`src/rtl/bf_pkg.sv`:
```
// Shared opcodes, FSM states and error codes for the lobotomy-8 sequencer.
package bf_pkg;

    localparam logic [7:0] OP_HALT  = 8'h00;
    localparam logic [7:0] OP_INC   = 8'h2B;
    localparam logic [7:0] OP_DEC   = 8'h2D;
    localparam logic [7:0] OP_LEFT  = 8'h3C;
    localparam logic [7:0] OP_RIGHT = 8'h3E;
    localparam logic [7:0] OP_OUT   = 8'h2E;
    localparam logic [7:0] OP_IN    = 8'h2C;
    localparam logic [7:0] OP_OPEN  = 8'h5B;
    localparam logic [7:0] OP_CLOSE = 8'h5D;

    typedef enum logic [3:0] {
        ST_IDLE,
        ST_FETCH,
        ST_DECODE,
        ST_OUT_WAIT,
        ST_IN_WAIT,
        ST_SCAN_F,
        ST_SCAN_B,
        ST_DONE,
        ST_ERROR
    } state_e;

    localparam logic [1:0] ERR_NONE  = 2'b00;
    localparam logic [1:0] ERR_OPEN  = 2'b01;
    localparam logic [1:0] ERR_CLOSE = 2'b10;
    localparam logic [1:0] ERR_DEPTH = 2'b11;

endpackage

```
`src/rtl/bf_bracket_scan.sv`:
```
// Bracket nesting depth counter used while skipping over loop bodies.
module bf_bracket_scan #(
    parameter int DEPTH_W = 4
) (
    input  logic clk,
    input  logic rst,
    input  logic clr,
    input  logic load,
    input  logic inc,
    input  logic dec,
    output logic close_o,
    output logic ovf_o
);
    import bf_pkg::*;

    logic [DEPTH_W-1:0] depth_q, depth_d;

    always_comb begin
        depth_d = depth_q;
        if (clr)
            depth_d = '0;
        else if (load)
            depth_d = DEPTH_W'(1);
        else if (inc)
            depth_d = depth_q + 1'b1;
        else if (dec)
            depth_d = depth_q - 1'b1;
    end

    always_ff @(posedge clk) begin
        if (rst)
            depth_q <= '0;
        else
            depth_q <= depth_d;
    end

    // close_o: one more matching bracket ends the scan
    assign close_o = (depth_q == DEPTH_W'(1));
    assign ovf_o   = &depth_q;

endmodule

```
`src/rtl/bf_sequencer.sv`:
```
// Brainfuck instruction sequencer: fetch/decode FSM driving tape strobes
// and the '.' / ',' byte streams.
module bf_sequencer #(
    parameter int PC_W           = 8,
    parameter int DEPTH_W        = 4,
    parameter bit CLEAR_ON_START = 1'b1
) (
    input  logic            clk,
    input  logic            rst,
    input  logic            start,
    output logic            pm_en,
    output logic [PC_W-1:0] pm_addr,
    input  logic [7:0]      pm_rdata,
    output logic            tape_inc,
    output logic            tape_dec,
    output logic            tape_left,
    output logic            tape_right,
    output logic            tape_wr,
    output logic [7:0]      tape_wdata,
    output logic            tape_rst,
    input  logic [7:0]      tape_cell,
    output logic            out_valid,
    output logic [7:0]      out_data,
    input  logic            out_ready,
    input  logic            in_valid,
    input  logic [7:0]      in_data,
    output logic            in_ready,
    output logic            busy,
    output logic            done,
    output logic            error,
    output logic [1:0]      err_code
);
    import bf_pkg::*;

    state_e          state_q, state_d;
    logic [PC_W-1:0] pc_q, pc_d;
    logic            ph_q, ph_d;
    logic [7:0]      out_data_q, out_data_d;
    logic [1:0]      err_q, err_d;
    logic            tape_rst_q, tape_rst_d;

    logic sc_clr, sc_load, sc_inc, sc_dec;
    logic d_close, d_ovf;

    bf_bracket_scan #(
        .DEPTH_W (DEPTH_W)
    ) u_scan (
        .clk     (clk),
        .rst     (rst),
        .clr     (sc_clr),
        .load    (sc_load),
        .inc     (sc_inc),
        .dec     (sc_dec),
        .close_o (d_close),
        .ovf_o   (d_ovf)
    );

    logic [7:0] op;
    logic       pc_last, pc_first, cell_zero, in_scan;

    assign op        = pm_rdata;
    assign pc_last   = &pc_q;
    assign pc_first  = (pc_q == '0);
    assign cell_zero = (tape_cell == 8'h00);
    assign in_scan   = (state_q == ST_SCAN_F) || (state_q == ST_SCAN_B);

    always_comb begin
        state_d    = state_q;
        pc_d       = pc_q;
        ph_d       = ph_q;
        out_data_d = out_data_q;
        err_d      = err_q;
        tape_rst_d = 1'b0;
        sc_clr     = 1'b0;
        sc_load    = 1'b0;
        sc_inc     = 1'b0;
        sc_dec     = 1'b0;
        unique case (state_q)
            ST_IDLE, ST_DONE, ST_ERROR: begin
                if (start) begin
                    state_d    = ST_FETCH;
                    pc_d       = '0;
                    ph_d       = 1'b0;
                    err_d      = ERR_NONE;
                    tape_rst_d = CLEAR_ON_START;
                    sc_clr     = 1'b1;
                end
            end
            ST_FETCH: state_d = ST_DECODE;
            ST_DECODE: begin
                unique case (1'b1)
                    op == OP_HALT: state_d = ST_DONE;
                    op == OP_OUT: begin
                        out_data_d = tape_cell;
                        state_d    = ST_OUT_WAIT;
                    end
                    op == OP_IN: state_d = ST_IN_WAIT;
                    op == OP_OPEN && cell_zero: begin
                        pc_d = pc_q + 1'b1;
                        if (pc_last) begin
                            state_d = ST_ERROR;
                            err_d   = ERR_OPEN;
                        end else begin
                            sc_load = 1'b1;
                            state_d = ST_SCAN_F;
                        end
                    end
                    op == OP_CLOSE && !cell_zero: begin
                        if (pc_first) begin
                            state_d = ST_ERROR;
                            err_d   = ERR_CLOSE;
                        end else begin
                            pc_d    = pc_q - 1'b1;
                            sc_load = 1'b1;
                            state_d = ST_SCAN_B;
                        end
                    end
                    default: begin
                        pc_d    = pc_q + 1'b1;
                        state_d = pc_last ? ST_DONE : ST_FETCH;
                    end
                endcase
            end
            ST_OUT_WAIT: begin
                if (out_ready) begin
                    pc_d    = pc_q + 1'b1;
                    state_d = pc_last ? ST_DONE : ST_FETCH;
                end
            end
            ST_IN_WAIT: begin
                if (in_valid) begin
                    pc_d    = pc_q + 1'b1;
                    state_d = pc_last ? ST_DONE : ST_FETCH;
                end
            end
            ST_SCAN_F: begin
                ph_d = !ph_q;
                if (ph_q) begin
                    unique case (1'b1)
                        op == OP_HALT: begin
                            state_d = ST_ERROR;
                            err_d   = ERR_OPEN;
                        end
                        op == OP_OPEN && d_ovf: begin
                            state_d = ST_ERROR;
                            err_d   = ERR_DEPTH;
                        end
                        op == OP_CLOSE && d_close: begin
                            sc_dec  = 1'b1;
                            pc_d    = pc_q + 1'b1;
                            state_d = pc_last ? ST_DONE : ST_FETCH;
                        end
                        default: begin
                            sc_inc = (op == OP_OPEN);
                            sc_dec = (op == OP_CLOSE);
                            pc_d   = pc_q + 1'b1;
                            if (pc_last) begin
                                state_d = ST_ERROR;
                                err_d   = ERR_OPEN;
                            end
                        end
                    endcase
                end
            end
            ST_SCAN_B: begin
                ph_d = !ph_q;
                if (ph_q) begin
                    unique case (1'b1)
                        op == OP_CLOSE && d_ovf: begin
                            state_d = ST_ERROR;
                            err_d   = ERR_DEPTH;
                        end
                        op == OP_OPEN && d_close: begin
                            sc_dec  = 1'b1;
                            pc_d    = pc_q + 1'b1;
                            state_d = ST_FETCH;
                        end
                        default: begin
                            sc_inc = (op == OP_CLOSE);
                            sc_dec = (op == OP_OPEN);
                            if (pc_first) begin
                                state_d = ST_ERROR;
                                err_d   = ERR_CLOSE;
                            end else begin
                                pc_d = pc_q - 1'b1;
                            end
                        end
                    endcase
                end
            end
            default: state_d = ST_IDLE;
        endcase
    end

    always_ff @(posedge clk) begin
        if (rst) begin
            state_q    <= ST_IDLE;
            pc_q       <= '0;
            ph_q       <= 1'b0;
            out_data_q <= 8'h00;
            err_q      <= ERR_NONE;
            tape_rst_q <= 1'b0;
        end else begin
            state_q    <= state_d;
            pc_q       <= pc_d;
            ph_q       <= ph_d;
            out_data_q <= out_data_d;
            err_q      <= err_d;
            tape_rst_q <= tape_rst_d;
        end
    end

    logic in_decode;
    assign in_decode = (state_q == ST_DECODE);

    // Scans fetch on phase 0 and decode on phase 1
    assign pm_en      = (state_q == ST_FETCH) || (in_scan && !ph_q);
    assign pm_addr    = pc_q;
    assign tape_inc   = in_decode && (op == OP_INC);
    assign tape_dec   = in_decode && (op == OP_DEC);
    assign tape_left  = in_decode && (op == OP_LEFT);
    assign tape_right = in_decode && (op == OP_RIGHT);
    assign in_ready   = (state_q == ST_IN_WAIT);
    assign tape_wr    = in_ready && in_valid;
    assign tape_wdata = tape_wr ? in_data : 8'h00;
    assign tape_rst   = tape_rst_q;
    assign out_valid  = (state_q == ST_OUT_WAIT);
    assign out_data   = out_data_q;
    assign done       = (state_q == ST_DONE);
    assign error      = (state_q == ST_ERROR);
    assign err_code   = err_q;
    assign busy       = !((state_q == ST_IDLE) || done || error);

endmodule
```
`config.mk`:
```
export PLATFORM = sky130hd
export DESIGN_NAME = bf_sequencer
export DESIGN_NICKNAME = d
export VERILOG_FILES = /design/src/rtl/bf_pkg.sv /design/src/rtl/bf_bracket_scan.sv /design/src/rtl/bf_sequencer.sv
export SDC_FILE = /design/constraint.sdc
export NUM_CORES = 1
export LEC_CHECK = 0
export CAP_MARGIN = 20
export CORE_AREA = 2 2 87 64
export DETAILED_ROUTE_END_ITERATION = 10
export DIE_AREA = 0 0 89 66
export PLACE_DENSITY = 0.88
export SETUP_SLACK_MARGIN = 0.15
export SYNTH_ARGS = -nofsm -noshare
export SYNTH_HDL_FRONTEND = slang
export SYNTH_HIERARCHICAL = 1
export SYNTH_SLANG_ARGS = --single-unit
```
`constraint.sdc`:
```
create_clock -name clk -period 4.7 [get_ports clk]
set_clock_uncertainty 0.05 [all_clocks]
set_input_delay 0.705 -clock clk [delete_from_list [all_inputs] [get_ports clk]]
set_output_delay 0.705 -clock clk [all_outputs]
set_load 0.02 [all_outputs]
```
==> impl_summary.md <==
Status
The flow ran to the end, and the final reports show no timing, DRC or antenna violations.

Routing
The mean number of vias per cell is 6.60. The violation count after the first detailed-route iteration is 350. Summed over all layers, the routed wires come to 7970 um. In the routed design, unresolved DRC markers number 0. The detail route stage leaves a number of antenna-violating nets equal to 0. The routed wirelength normalized by instance count is 17.1 um. The total number of vias is 3067.

The number of iterations in the first detailed-routing pass is 5.

Power
The analysis attributes to net switching a power of 0.316 mW. Dividing total power by cell area gives a power density of 229 mW/mm^2. Summed over all cells, the static leakage comes to 1.19 nW. The part of the power in registers is 36.7%.

The worst vdd rail ir drop is 0.183 mV. The net switching share of the total power is 40.9%. The clock network accounts for 21.4% of the total power. The internal power consumption is 0.457 mW. The design draws 0.773 mW.

Of the total power, combinational logic draws 41.9%.

Die
The floorplan has 22 rows. The overall die area is 0.00587 mm^2. After floorplanning, the core was sized to cover 0.00506 mm^2.

The height of the die is 66 um. The initial standard-cell utilization of the core is 52.0%. The number of top-level pins is 67. The chip width is 89 um.

STA
The worst path uses 71.7% of the clock period. The worst-margin pin slew is 0.912 ns. The count of pins over their slew limit was 0. The clock period minus final worst setup slack is 3.37 ns. The worst relative slew slack is 38.4%. Setup repair after global routing left no endpoint under its margin. Setup violations remaining at the end of the flow were counted as 0. The summed negative setup slack over all endpoints is 0 ns.

The hold violation total from the final report is 0. Static timing analysis puts the maximum clock frequency at 297 MHz.

Worst setup path
The startpoint-to-endpoint class of the critical path is register to output port. The cell at the slowest stage of the critical path is dfxtp_1. The startpoint of the lowest-slack register-to-register path is u_scan/depth_q[0]. Measured in cells, the most critical reg-to-reg path has a length of 8. Along the worst path, the maximum fanout reaches 21. The maximum single-stage delay on the critical path is 0.79 ns.

The worst setup path is launched from a register. The most critical setup path has its endpoint at tape_dec. Setup slack on the worst reg-to-reg path comes out at 1.44 ns. The data required time at the worst endpoint is 3.94 ns. Traced cell by cell, the critical path runs through nand2b_1 > nor3_1 > buf_4 > nand3_1 > nor2_1 > clkdlybuf4s50_1. Tracing the worst setup path back leads to its startpoint at state_q[1]. Data arrives at the worst endpoint at 2.61 ns. The endpoint type of the worst setup path is an output port. The endpoint identified for the worst register-to-register timing path is pm_addr[1].

Placement
During placement, the flow inserted port buffers numbering 66. Routability-driven placement finished with a final weighted congestion of 0.993. Once detailed placement completed, the half-perimeter wirelength came to 5820 um.

Logic synthesis
The most used standard cell by instance count after synthesis is nor2_1. The count of different cell masters after synthesis is 73. The instance count of the mapped netlist is 340.

Counting flops and latches in the post-synthesis netlist gives 28. Ranked by instance count, the synthesized netlist is headed by 35 x nor2_1, 28 x a21oi_1, 28 x dfxtp_1, 19 x nand2_1, 17 x nor3_1. After synthesis, the mean cell area works out to 7.74 um^2. In the post-synthesis netlist, the biggest area contributors are dfxtp_1 21%, a21oi_1 5.3%, nor2_1 5.0%. For this run, the number of Yosys warnings is 6. In this run the cell area of the synthesized design comes to 0.00263 mm^2. The part of the Yosys area used for sequential elements is 21.3%. Synthesis produced a netlist with a net count of 375. The largest area contributor in the netlist is dfxtp_1. The area fraction of the dominant cell type after synthesis is 21.3%. The most used flip-flop cell after synthesis is dfxtp_1. The post-synthesis async set-or-reset flop share is 0%. The number of enable flip-flop cells after synthesis is 0.

Clock tree
The clock root buffer is clkbuf_8. The longest clock path from root to sink contains 2 buffers. The number of CTS-inserted buffers is 3.

The number of H-tree levels is 1. The clock latency on the worst-skew pair is 0.29 ns. CTS saw 28 sinks.

Clock-pin slew was measured on the worst setup and hold paths at 0.11 ns. The post-CTS resize count is 0. After clock tree synthesis, the flow added hold-fix buffers numbering 0. The number of post-CTS setup repair buffers is 0. TritonCTS built the clock tree.

GRT
The initial antenna violation count is 0. The first-pass GRT wire length is 13000 um. The number of global-route vias before repair is 2773. Entering global routing, the biggest net connects 24 pins. Global routing used 27.2% of the available tracks across all layers. Summed over all layers, the global routing overflow is 0.

Min path
In this run the worst hold path is classified as register to register. Along the worst hold path, the cell count comes to 2.

Cells and area
From synthesis to final layout, the design area changed by 28.2%. The number of diodes is 0. The net count of the finished layout is 429. In the final layout, the share of cells above drive strength 1 is 7.12%.

Run
The max-capacitance violation count is 0.
registers in the layout (all words and copies together) (netlist names):
name / count
state_q: 4
tape_rst: 1
pm_addr: 8
u_scan/depth_q: 4
err_code: 2
ph_q: 1
out_data: 8
power by group through the flow:
stage	clock [mW]	combinational [mW]	sequential (mW)
global route	0.174	0.349	0.289
detailed placement	0	0.314	0.289
floorplan	0	0.242	0.260
finish	0.165	0.324	0.284
CTS	0.161	0.316	0.283
global placement	0	0.307	0.287
through the flow:
step / hold WS (ns) / setup WS, ns / std cells / util, % / cell area, um^2
2_1_floorplan: 0.407 / 2.04 / 340 / - / 2630
4_1_cts: 0.460 / 1.38 / 465 / 66.6 / 3370
6_report: 0.457 / 1.33 / 465 / 66.6 / 3370
5_1_grt: 0.491 / 1.18 / 465 / 66.6 / 3370
3_3_place_gp: 0.425 / 1.45 / 461 / 65.5 / 3320
3_5_place_dp: 0.434 / 1.32 / 461 / 65.5 / 3320
cell type report:
class                   instances  area [um^2]
multi-input cells             280         1940
fillers                       446         1690
repair buffers                 70          691
flip-flops and latches         28          561
well taps                      72         90.1
clock buffers                   4         55.1
inverters                      11         41.3
routing by layer:
metal / wire length, um / up-vias / global-route usage (%)
met4: 180 / 0 / 5.41
li1: - / 1419 / -
met3: 822 / 27 / 6.87
met1: 3520 / 1426 / 37.4
met5: 0 / - / 0
met2: 3440 / 195 / 43.1
worst max-delay path: cells and delay by family, from the launching register on:
family,cells,cell delay [ns]
buf+inv,2,0.85
simple gates,4,0.69
flops,1,0.79
layout by cell type (no fill, tap or decap), types with 4 or more instances in the layout:
cell             instances
clkbuf_8                 4
a22o_1                   4
and3_1                  12
clkdlybuf4s50_1         66
nand3_1                 11
o32ai_1                  4
ha_1                     6
o21ai_0                  8
inv_1                   11
nand2_1                 19
nand4_1                  4
or3_1                    6
a211oi_1                 6
nor2b_1                  8
nor2_1                  35
nor3_1                  17
dfxtp_1                 28
a21oi_1                 28
and2_1                   8
buf_4                    4
o22ai_1                  4
a31oi_1                  5
mux2i_1                 11
nor4bb_1                 5
nor4_1                   4
kinds of logic after synthesis:
group                      Yosys count  share of synthesized area [%]
and+or+nand+nor                    160                           36.7
DFF                                 28                           21.3
AOI/OAI and AO/OA                  100                           28.8
adders and majority gates            6                           2.85
muxes                               12                           4.61
xor gates and xnor gates             2                          0.666
buffers and inverters               32                           5.14
worst min path at each step:
stage,endpoint,slack [ns],startpoint
finish,out_data[3],0.46,out_data[3]
global route,out_data[0],0.49,out_data[0]
CTS,u_scan/depth_q[3],0.46,u_scan/depth_q[3]
detailed placement,out_data[3],0.43,out_data[3]
global placement,u_scan/depth_q[3],0.43,u_scan/depth_q[3]
floorplan,u_scan/depth_q[3],0.41,u_scan/depth_q[3]
(Power assumes the default switching activity.)
==> RTL edit 1 (config.mk and constraints unchanged) <==
Encoding of `state_e`: now one-hot (9 bits for 9 states).
--- a/src/rtl/bf_pkg.sv
+++ b/src/rtl/bf_pkg.sv
@@ -11,16 +11,16 @@
     localparam logic [7:0] OP_OPEN  = 8'h5B;
     localparam logic [7:0] OP_CLOSE = 8'h5D;
 
-    typedef enum logic [3:0] {
-        ST_IDLE,
-        ST_FETCH,
-        ST_DECODE,
-        ST_OUT_WAIT,
-        ST_IN_WAIT,
-        ST_SCAN_F,
-        ST_SCAN_B,
-        ST_DONE,
-        ST_ERROR
+    typedef enum logic [8:0] {
+        ST_IDLE     = 9'b000000001,
+        ST_FETCH    = 9'b000000010,
+        ST_DECODE   = 9'b000000100,
+        ST_OUT_WAIT = 9'b000001000,
+        ST_IN_WAIT  = 9'b000010000,
+        ST_SCAN_F   = 9'b000100000,
+        ST_SCAN_B   = 9'b001000000,
+        ST_DONE     = 9'b010000000,
+        ST_ERROR    = 9'b100000000
     } state_e;
 
     localparam logic [1:0] ERR_NONE  = 2'b00;
Formal check against the unedited RTL: no difference found for any inputs over 10 cycles, from zero or initial values and one cycle with rst high; not proved beyond that.
==> RTL edit 1 against the unedited design <==
- critical endpoint is now pm_en
- critical path type unchanged
- wire length grew 4.9%
- area after synthesis rose by 1.0%
- cell area increased by 1.0%
- power up 8.6%
- setup slack lost 0.34 ns
- sequential power up 11%
- core utilization increased by 0.67 points
- sequential cell count grew 5
==> RTL edit 1: results (changes against the unedited design) <==
stage	metric	value	unit	change
global_routing	GRT Total Usage	29.5	%	+2.3 points
drt	routed length on met1	3980	um	+13%
synthesis	post-synthesis sequential area ratio	24.8	%	+3.5 points
worst_setup_path	max incr delay on CP	0.73	ns	-0.06 ns
finish	Multi-input comb cells	297		+6.1%
power_and_ir_drop	Clock group	0.215	mW	+30%
worst_setup_path	peak fanout along the critical path	9		-57%
power_and_ir_drop	Sw Ratio	38.0	%	-2.8 points
drt	first-iteration detailed-routing DRC count	365		+4.3%
finish	nets	450		+4.9%
placement	Final Wtd Congestion	0.978		-1.5%
synthesis	post-synthesis mux area share	0.376	%	-4.2 points
synthesis	Area contributors post-synth	dfxtp_1 25%, nand2_1 5.8%, a21oi_1 5.5%		
synthesis	syn nets	397		+5.9%
timing	worst slew pin tran	0.972	ns	+0.0600 ns
finish	clk cell area share	2.53	%	+0.90 points
placement	placed cells	481		+4.3%
drt	drt wl/cell	17.1	um	-0.29%
synthesis	Post-Synth XOR/XNOR Area	1.98	%	+1.3 points
synthesis	synthesized instance count	363		+6.8%
worst_setup_path	r2r setup slk	1.56	ns	+0.12 ns
finish	Area Overhead vs Synth	28.1	%	about the same
status	status	completed		
power_and_ir_drop	net switching power figure	0.319	mW	+1.0%
drt	met3 wire len	811	um	-1.3%
power_and_ir_drop	Gate power share	36.8	%	-5.1 points
## RTL edit 1: critical path: cells and delay by family, from the launching register on
family	cells	cell delay (ns)
AND/OR/NAND/NOR	4	1.65
buffers and inverters	1	0.60
flip-flops	1	0.40
## RTL edit 1: path summary, 6_finish.rpt
check                                        end  cells after the start                     start
hold / removal          out_data[7]$_SDFFE_PP0P_                      2  out_data[7]$_SDFFE_PP0P_
hold reg to reg         out_data[7]$_SDFFE_PP0P_                      2  out_data[7]$_SDFFE_PP0P_
setup / recovery                           pm_en                      5   state_q[8]$_SDFFE_PP0P_
setup reg to reg  u_scan/depth_q[0]$_SDFFE_PP0P_                      6   state_q[8]$_SDFFE_PP0P_
## RTL edit 1: routing by layer
metal,vias up,track usage [%]
met2,174,41.0
met5,-,0
met3,20,9.36
li1,1471,-
met1,1491,43.2
met4,0,8.40
==> RTL edit 2 (same flow settings) <==
Without the edit above. `CLEAR_ON_START`: 1'b1 -> 1'b0.
--- a/src/rtl/bf_sequencer.sv
+++ b/src/rtl/bf_sequencer.sv
@@ -3,7 +3,7 @@
 module bf_sequencer #(
     parameter int PC_W           = 8,
     parameter int DEPTH_W        = 4,
-    parameter bit CLEAR_ON_START = 1'b1
+    parameter bit CLEAR_ON_START = 1'b0
 ) (
     input  logic            clk,
     input  logic            rst,
Function: changed (Yosys sat finds a counterexample within 4 cycles, from zero or initial values and one cycle with rst high).
==> RTL edit 2 against the unedited design <==
- highest routed layer unchanged
- sequential cell count is 1 lower
- power is 7.2% lower
- cell area is 3.8% lower
- setup slack worse by 0.14 ns
- synthesized cell count is 2.4% lower
- critical path depth is 1 lower
- wire length is 8.6% lower
- combinational power is 8.6% lower
- core utilization is 2.5 points lower
- area after synthesis is 3.2% lower
- register-to-register slack better by 0.05 ns
==> RTL edit 2: results (changes against the unedited design) <==
stage	metric	value	unit	change
status	status	completed		
drt	first-iteration detailed-routing DRC count	322		-8.0%
finish	fraction of layout cells with a size suffix above 1	4.96	%	-2.2 points
power_and_ir_drop	P_leak	1.14	nW	-3.9%
synthesis	asr flop ratio synth	0	%	unchanged
worst_setup_path	peak fanout along the critical path	24		+14%
finish	buffering overhead	20.5	%	+0.034 points
synthesis	post-synthesis sequential area ratio	21.2	%	-0.085 points
finish	clk cell area share	1.54	%	-0.090 points
placement	I/O Buffers	65		-1.5%
worst_setup_path	Reg2Reg Launch Point	state_q[0]$_SDFFE_PP0P_		
timing	Final period util	74.6	%	+2.9 points
synthesis	syn nets	367		-2.1%
clock_tree	worst skew pair latency	0.28	ns	
drt	Vias/cell	6.19		-6.1%
placement	placed cells	451		-2.2%
timing	Final Hold Slack	0.453	ns	-0.00420 ns
clock_tree	setup repair bufs after CTS	0		unchanged
synthesis	synthesized instance count	332		-2.4%
global_routing	GRT Total Usage	24.7	%	-2.5 points
worst_setup_path	Critical path destination	tape_inc		
power_and_ir_drop	VDD IR max	135	uV	-26%
worst_setup_path	max incr delay on CP	0.76	ns	-0.03 ns
drt	First-pass DRT Iterations	5		unchanged
worst_hold_path	hold path endpoint	out_data[2]$_SDFFE_PP0P_		
global_routing	pin count of the biggest net entering global routing	25		+4.2%
finish	nets	419		-2.3%
finish	sequential cell count	27		-3.6%
finish	Non-clk invs	12		+1
worst_setup_path	r2r worst-path depth	6		-2
drt	# DRC	0		unchanged
synthesis	Area contributors post-synth	dfxtp_1 21%, nor2_1 6.0%, mux2i_1 5.1%		
worst_hold_path	hold_sp	out_data[2]$_SDFFE_PP0P_		
placement	dpl ws	1.30	ns	-0.0173 ns
finish	post-route non-filler standard cell count	455		-2.2%
finish	dominant kind of cell	multi-input combinational cells		
power_and_ir_drop	net switching power figure	0.284	mW	-10%
global_routing	GR Overflow Total	0		unchanged
worst_setup_path	Worst EP arrival	2.75	ns	+0.14 ns
finish	clkbuf count	3		-1
finish	Multi-input gate area	1850	um2	-4.2%
finish	final instance area	3250	um2	-3.8%
global_routing	first-pass GRT wire length	11600	um	-11%
synthesis	Post-synth top cells	41 x nor2_1, 27 x dfxtp_1, 24 x nand2_1		
finish	bufs w/o clock	67		-4.3%
placement	Final Wtd Congestion	0.969		-2.4%
synthesis	Cell variety after synth	72		-1.4%
worst_setup_path	r2r setup slk	1.49	ns	+0.05 ns
placement	Post-DP HPWL	5510	um	-5.4%
drt	drt wl/cell	16.0	um	-6.6%
finish	Multi-input comb cells	273		-2.5%
global_routing	initial antenna violation count	0		unchanged
worst_setup_path	slowest CP cell	dfxtp_1		
global_routing	vias in the first global route	2404		-13%
finish	fillcell total	474		+6.3%
worst_setup_path	CP top delay family	simple AND/OR/NAND/NOR gates		
timing	Slew headroom	43.6	%	+5.2 points
worst_setup_path	reg2reg end	u_scan/depth_q[3]$_SDFFE_PP0P_		
finish	Sequential Area	541	um2	-3.6%
clock_tree	clock root buffer	clkbuf_8		
[RTL edit 2: metal layers]
layer	GRT usage (%)	routed length, um	share of wire, %	vias up
li1	-	-	-	1372
met1	37.1	3370	46	1281
met2	35.6	3020	42	159
met3	6.49	830	11	6
met4	4.10	57	0.78	0
met5	0	0	0	-
[RTL edit 2: cells by family (layout without fill, tap and decap cells)]
group	Yosys count	count (layout)	share of synthesized area, %
buf+inv	32	83	5.99
fa+ha+maj	6	6	2.95
xor+xnor	2	2	0.688
flops	27	27	21.2
simple gates	157	157	36.5
other cells	1	1	0.147
compound gates	94	94	27.4
mux	13	13	5.11
[RTL edit 2: worst min-delay path: stages (launching register included)]
cell     delay, ns
dfxtp_1       0.34
mux2i_1       0.06
nor2_1        0.07
[RTL edit 2: power groups by stage]
stage               clock (mW)  combinational, mW  sequential, mW
floorplan                    0              0.240           0.246
detailed placement           0              0.291           0.276
global placement             0              0.288           0.275
global route             0.160              0.324           0.277
CTS                      0.151              0.292           0.271
finish                   0.148              0.296           0.273
